### src/rtl/mem_arb_pkg.sv
// Shared encodings for the unified-memory arbiter: FSM states, requester IDs
// and default address/data widths.
package mem_arb_pkg;

  localparam int AW_DEF = 8;
  localparam int DW_DEF = 16;

  typedef enum logic {
    IDLE   = 1'b0,
    ACCESS = 1'b1
  } state_t;

  localparam logic PORT_I = 1'b0;
  localparam logic PORT_D = 1'b1;

endpackage

### src/rtl/mem_arbiter_rr_pick2.sv
// Combinational two-requester round-robin picker; req is indexed by port ID
// and a tie goes to the port that did not win last time.
module rr_pick2
  import mem_arb_pkg::*;
(
  input  logic [1:0] req,
  input  logic       last,
  output logic       valid,
  output logic       pick
);

  always_comb begin
    valid = |req;
    pick  = PORT_I;
    if (req[PORT_I] && req[PORT_D]) pick = ~last;
    else if (req[PORT_D])           pick = PORT_D;
  end

endmodule

### src/rtl/mem_arbiter.sv
// Round-robin sharing of the single-port unified memory between fetch (I) and
// load/store (D). Define MEM_ARB_WPROT_EN to reject stores at or below WPROT_TOP.
module mem_arbiter
  import mem_arb_pkg::*;
#(
  parameter int             AW        = AW_DEF,
  parameter int             DW        = DW_DEF,
  parameter logic [AW-1:0]  WPROT_TOP = AW'('h7F)
) (
  input  logic          clk,
  input  logic          rst,
  input  logic          i_req,
  input  logic [AW-1:0] i_addr,
  output logic          i_ack,
  output logic [DW-1:0] i_rdata,
  input  logic          d_req,
  input  logic          d_we,
  input  logic [AW-1:0] d_addr,
  input  logic [DW-1:0] d_wdata,
  output logic          d_ack,
  output logic [DW-1:0] d_rdata,
  output logic          d_err,
  output logic [AW-1:0] mem_addr,
  output logic [DW-1:0] mem_idata,
  output logic          mem_wr,
  input  logic [DW-1:0] mem_odata,
  output logic          arb_busy
);

  state_t        r_state, w_next;
  logic          r_gnt, r_last;
  logic [AW-1:0] r_mem_addr;
  logic [DW-1:0] r_mem_idata;
  logic          r_i_ack, r_d_ack, r_d_err;
  logic [DW-1:0] r_i_rdata, r_d_rdata;
  logic [1:0]    w_elig;
  logic          w_valid, w_pick, w_prot;

  // A port whose ack is showing this cycle still has its old req up; ignore it.
  assign w_elig = {d_req & ~r_d_ack, i_req & ~r_i_ack};

  rr_pick2 u_pick (
    .req   (w_elig),
    .last  (r_last),
    .valid (w_valid),
    .pick  (w_pick)
  );

`ifdef MEM_ARB_WPROT_EN
  assign w_prot = d_we & (r_mem_addr <= WPROT_TOP);
`else
  logic w_unused_top;
  assign w_unused_top = ^WPROT_TOP;
  assign w_prot       = 1'b0;
`endif

  always_comb begin
    w_next = r_state;
    case (r_state)
      IDLE:    if (w_valid) w_next = ACCESS;
      ACCESS:  w_next = IDLE;
      default: w_next = IDLE;
    endcase
  end

  always_ff @(posedge clk or posedge rst) begin
    if (rst) r_state <= IDLE;
    else     r_state <= w_next;
  end

  // Address and write data are captured at grant so they hold after ACCESS.
  always_ff @(posedge clk or posedge rst) begin
    if (rst) begin
      r_gnt       <= PORT_I;
      r_last      <= PORT_D;
      r_mem_addr  <= '0;
      r_mem_idata <= '0;
    end else if (r_state == IDLE && w_valid) begin
      r_gnt       <= w_pick;
      r_last      <= w_pick;
      r_mem_addr  <= (w_pick == PORT_D) ? d_addr : i_addr;
      r_mem_idata <= d_wdata;
    end
  end

  always_ff @(posedge clk or posedge rst) begin
    if (rst) begin
      r_i_ack   <= 1'b0;
      r_d_ack   <= 1'b0;
      r_d_err   <= 1'b0;
      r_i_rdata <= '0;
      r_d_rdata <= '0;
    end else begin
      r_i_ack <= 1'b0;
      r_d_ack <= 1'b0;
      r_d_err <= 1'b0;
      if (r_state == ACCESS) begin
        if (r_gnt == PORT_I) begin
          r_i_rdata <= mem_odata;
          r_i_ack   <= 1'b1;
        end else begin
          r_d_ack <= 1'b1;
          r_d_err <= w_prot;
          if (!d_we) r_d_rdata <= mem_odata;
        end
      end
    end
  end

  assign mem_wr    = (r_state == ACCESS) & (r_gnt == PORT_D) & d_we & ~w_prot;
  assign mem_addr  = r_mem_addr;
  assign mem_idata = r_mem_idata;
  assign arb_busy  = (r_state == ACCESS);
  assign i_ack     = r_i_ack;
  assign i_rdata   = r_i_rdata;
  assign d_ack     = r_d_ack;
  assign d_rdata   = r_d_rdata;
  assign d_err     = r_d_err;

endmodule

### config.mk
export PLATFORM = sky130hd
export DESIGN_NAME = mem_arbiter
export DESIGN_NICKNAME = d
export VERILOG_FILES = /design/src/rtl/mem_arb_pkg.sv /design/src/rtl/mem_arbiter_rr_pick2.sv /design/src/rtl/mem_arbiter.sv
export SDC_FILE = /design/constraint.sdc
export NUM_CORES = 1
export LEC_CHECK = 0
export ABC_AREA = 1
export CELL_PAD_IN_SITES_DETAIL_PLACEMENT = 0
export CELL_PAD_IN_SITES_GLOBAL_PLACEMENT = 1
export CORE_ASPECT_RATIO = 1.2
export CORE_MARGIN = 10
export CORE_UTILIZATION = 31
export DETAILED_ROUTE_END_ITERATION = 8
export PLACE_DENSITY_LB_ADDON = 0.1
export SLEW_MARGIN = 30
export SYNTH_ARGS = -nofsm -noshare
export SYNTH_HDL_FRONTEND = slang
export SYNTH_SLANG_ARGS = --single-unit
### constraint.sdc
create_clock -name clk -period 4.6 [get_ports clk]
set_input_delay 0.92 -clock clk [delete_from_list [all_inputs] [get_ports clk]]
set_output_delay 0.92 -clock clk [all_outputs]
set_load 0.05 [all_outputs]
# Yosys cells after proc, flatten, opt, wreduce, memory -nomap -nowiden
# Index checks and enable logic that the tools add are counted.
# W data, S select, Z words.
[word_totals]
in_bits = 53
reg_bits = 61
[op_classes]
n_reduce_logical = 5
bitwise = 10
muxes = 9
[op_table]
columns = ["op", "n"]
rows = [
  ["$mux W8", 1],
  ["$mux W1", 7],
  ["$not A1 Y1", 6],
  ["$and A1 B1 Y1", 4],
  ["$reduce_and A3 Y1", 1],
  ["$logic_and A1 B1 Y1", 2],
  ["$pmux W1 S2", 1],
  ["$reduce_and A2 Y1", 1],
  ["$reduce_or A2 Y1", 1],
]

# Depth between registers and ports, before layout
[logic_depth]
depth_word = 5
depth_mapped = 7
depth_no_buf = 6

# Modules after synthesis
# From an unflattened synthesis, not the netlist that was laid out.
[unflattened]
hier_cells = 290
hier_area_um2 = 2458.6
[by_module_without_submodules]
columns = ["mod", "n_inst", "cells_each", "area_each_um2", "seq_area_each_um2"]
rows = [
  ["mem_arbiter", 1, 287, 2443.6, 1527.7],
  ["rr_pick2", 1, 3, 15.0, 0.0],
]

# Worst setup path before layout
# No wires, ideal clock.
[synth_path]
path_type = "input -> output"
startpoint = "in d_we"
endpoint = "out mem_wr"
cell_stages = 2
required_time_ns = 3.680
path_slack_ns = 2.060
path_buffers = 0
t_arrival_ns = 1.620
cell_sequence = "inv_1 nor2_1"
[synth_via]
elab_chain_cells = 1
[synth_rtl]
columns = ["item", "line_no", "text"]
rows = [
  ["start: declaration", "mem_arbiter.sv:17", "input logic d_we,"],
  ["$and A1 B1 Y1", "mem_arbiter.sv:110", "assign mem_wr = (r_state == ACCESS) & (r_gnt == PORT_D) & d_we & ~w_prot;"],
  ["end: declaration", "mem_arbiter.sv:25", "output logic mem_wr,"],
]
# Every way passes these cells.

# Final worst setup path
# Same ends and word-level chain as after synthesis.

==> flow_summary_export.csv <==
group,metric,value,unit
cts,cts_sinks,61,
timing,setup_viol,0,
synth,ys_warn_count,0,
cts,clk_latency,330,ps
cells_and_area,final_cell_area,3830,um2
synth,postSynthAreaPerCell,8.82,um2
cts,cts_tree,"done",
cells_and_area,num_antenna_cells,0,
cts,cts_resized,0,
placed_design,place_area,3650,um2
worst_setup_path,critPathLaunchType,"input port",
timing,maxSlewHeadroom,0.429,
cells_and_area,fillers,765,
detailed_routing,wl_per_cell,14.3,um
job,max_cap_viol_count,0,
detailed_routing,vias,2086,
die,start_util,0.320,
placed_design,port_buffers,112,
timing,tns,0,ps
grt,grt_pass1_wl,11400,um
outcome,status,"finished clean",
cts,ctsRootBufferMaster,"clkbuf_8",
grt,grt_max_degree,41,
min_path,hold_class,"register to register",
timing,final_max_slew_viol_count,0,
die,die-width,102,um
die,coreArea,7750,um2
die,fp-row-count,35,
grt,track_usage,0.120,
power_and_ir_drop,power_density,862,nW/um2
cts,cts-buffers-inserted,9,
power_and_ir_drop,p_leak,1.89,nW
cts,postCtsHoldBufs,0,
detailed_routing,vias_per_cell,4.25,
power_and_ir_drop,fin_total_pwr,3.30,mW
worst_setup_path,cp_data_required_time,3680,ps
detailed_routing,routed_wl,7040,um
placed_design,dp_slack,1340,ps
synth,yosysSeqAreaShare,0.617,
die,io_pins,114,
synth,netlist_instances,281,
timing,period_needed,3250,ps
cells_and_area,layout_common_cells,"clkdlybuf4s50_1, nand2_1, dfrtp_1",
timing,timing.final.ws_setup,1350,ps
placed_design,dp_hpwl,5020,um
synth,synth_seq_cells,61,
timing,fin_crit_sh,0.706,
cts,clk_pin_slew,60,ps
grt,antenna_found_initial,0,
timing,rsz0062_at_grt,"no",
cells_and_area,final_nets,447,
timing,fmax,0.308,GHz
detailed_routing,drc_errors,0,
worst_setup_path,worstPathArrival,2330,ps
die,die_h,118,um
detailed_routing,antenna_left,0,
worst_setup_path,cp-startpoint,"d_we",
worst_setup_path,r2r_start,"d_ack$_DFF_PP0_",
worst_setup_path,crit_type,"input port to primary output",
grt,grt_pass1_vias,2235,
synth,ys_types,18,
synth,syn_nets,334,
timing,fin_skew,5.99,ps
cells_and_area,finish.utilization,0.494,
detailed_routing,first_iter_violations,86,
synth,netlist_area,2480,um2
cells_and_area,drive_gt1_frac,0.0727,
cells_and_area,final_common_cell,"clkdlybuf4s50_1",
timing,worst_pin_slew,855,ps
cts,post_cts_buffers,0,
cells_and_area,area_growth,54.4,%
timing,hold_violations,0,
grt,overflow,0,
placed_design,gp_congestion,0.749,
cts,htree_levels,3,
cts,clk_path_buf_depth,2,
min_path,hold_path.startpoint,"r_gnt$_DFFE_PP0P_",
die,die-area,12000,um2
power_and_ir_drop,ir_drop,0.392,mV
worst_setup_path,critPathMaxFanout,2,
worst_setup_path,critPathCaptureType,"primary output",
detailed_routing,first_pass_iters,4,
[worst paths after layout]
kind / to / cells after the start / slack (ps)
max in group asynchronous: r_last$_DFFE_PP1P_ / 3 / 2640
max reg2reg: mem_idata[11]$_DFFE_PP0P_ / 6 / 2730
min reg2reg: i_ack$_DFF_PP0_ / 1 / 470
min in group asynchronous: mem_idata[12]$_DFFE_PP0P_ / 2 / 1080
min: i_ack$_DFF_PP0_ / 1 / 470
max: mem_wr / 4 / 1350
[critical path, stage by stage]
cell and delay, ps:
clkdlybuf4s50_1 450, inv_1 50, nor2_1 100, clkdlybuf4s50_1 810
[state kept, by name (all words and copies together), names as in the netlist, 8 cells and up]
register / count
d_rdata: 16
i_rdata: 16
mem_idata: 16
mem_addr: 8
[cells in the mapped netlist (all sizes together)]
cell      n  share of area
a21oi     1         0.0066
inv      41          0.062
o21ai    32          0.065
buf       9          0.025
clkbuf    2         0.0040
nand2   113           0.18
conb      1         0.0015
dfrtp    60           0.61
nand3    18          0.036
nor2      3         0.0066
dfstp     1          0.011
[where the power goes]
group | total [mW] | switching (mW) | leakage, nW | internal, mW
clock | 0.422 | 0.200 | 0.0921 | 0.222
sequential | 0.942 | 0.142 | 0.753 | 0.800
combinational | 1.94 | 1.34 | 1.05 | 0.593
[layout make-up]
cell class | instances | area, um2 | share of cell area
repair buffers | 113 | 1130 | 0.295
clock buffers | 12 | 155 | 0.0405
well taps | 92 | 115 | 0.0301
clock inverters | 4 | 22.5 | 0.00589
flip-flops and latches | 61 | 1530 | 0.399
inverters | 41 | 154 | 0.0402
multi-input cells | 168 | 723 | 0.189
[stage by stage]
stage / cells / hold slack [ps]
3_3_place_gp: 475 / 454
3_5_place_dp: 475 / 459
5_1_grt: 491 / 494
4_1_cts: 491 / 474
6_report: 491 / 470
2_1_floorplan: 281 / 442
[layer usage]
layer  GRT usage  up-vias  wire length [um]
li1            -     1077                 -
met1       0.133      927              2840
met2       0.189       72              3310
met3      0.0581       10               786
met4      0.0538        0                95
met5           0        -                 0
[kinds of logic (layout without fill, tap and decap cells)]
kind of cell	count (synthesis)	in the layout	synth area share
DFF	61	61	0.617
other	1	1	0.00151
buffers and inverters	52	170	0.0914
and+or+nand+nor	134	134	0.219
AOI/OAI and AO/OA	33	33	0.0712
(Power assumes the default switching activity.)
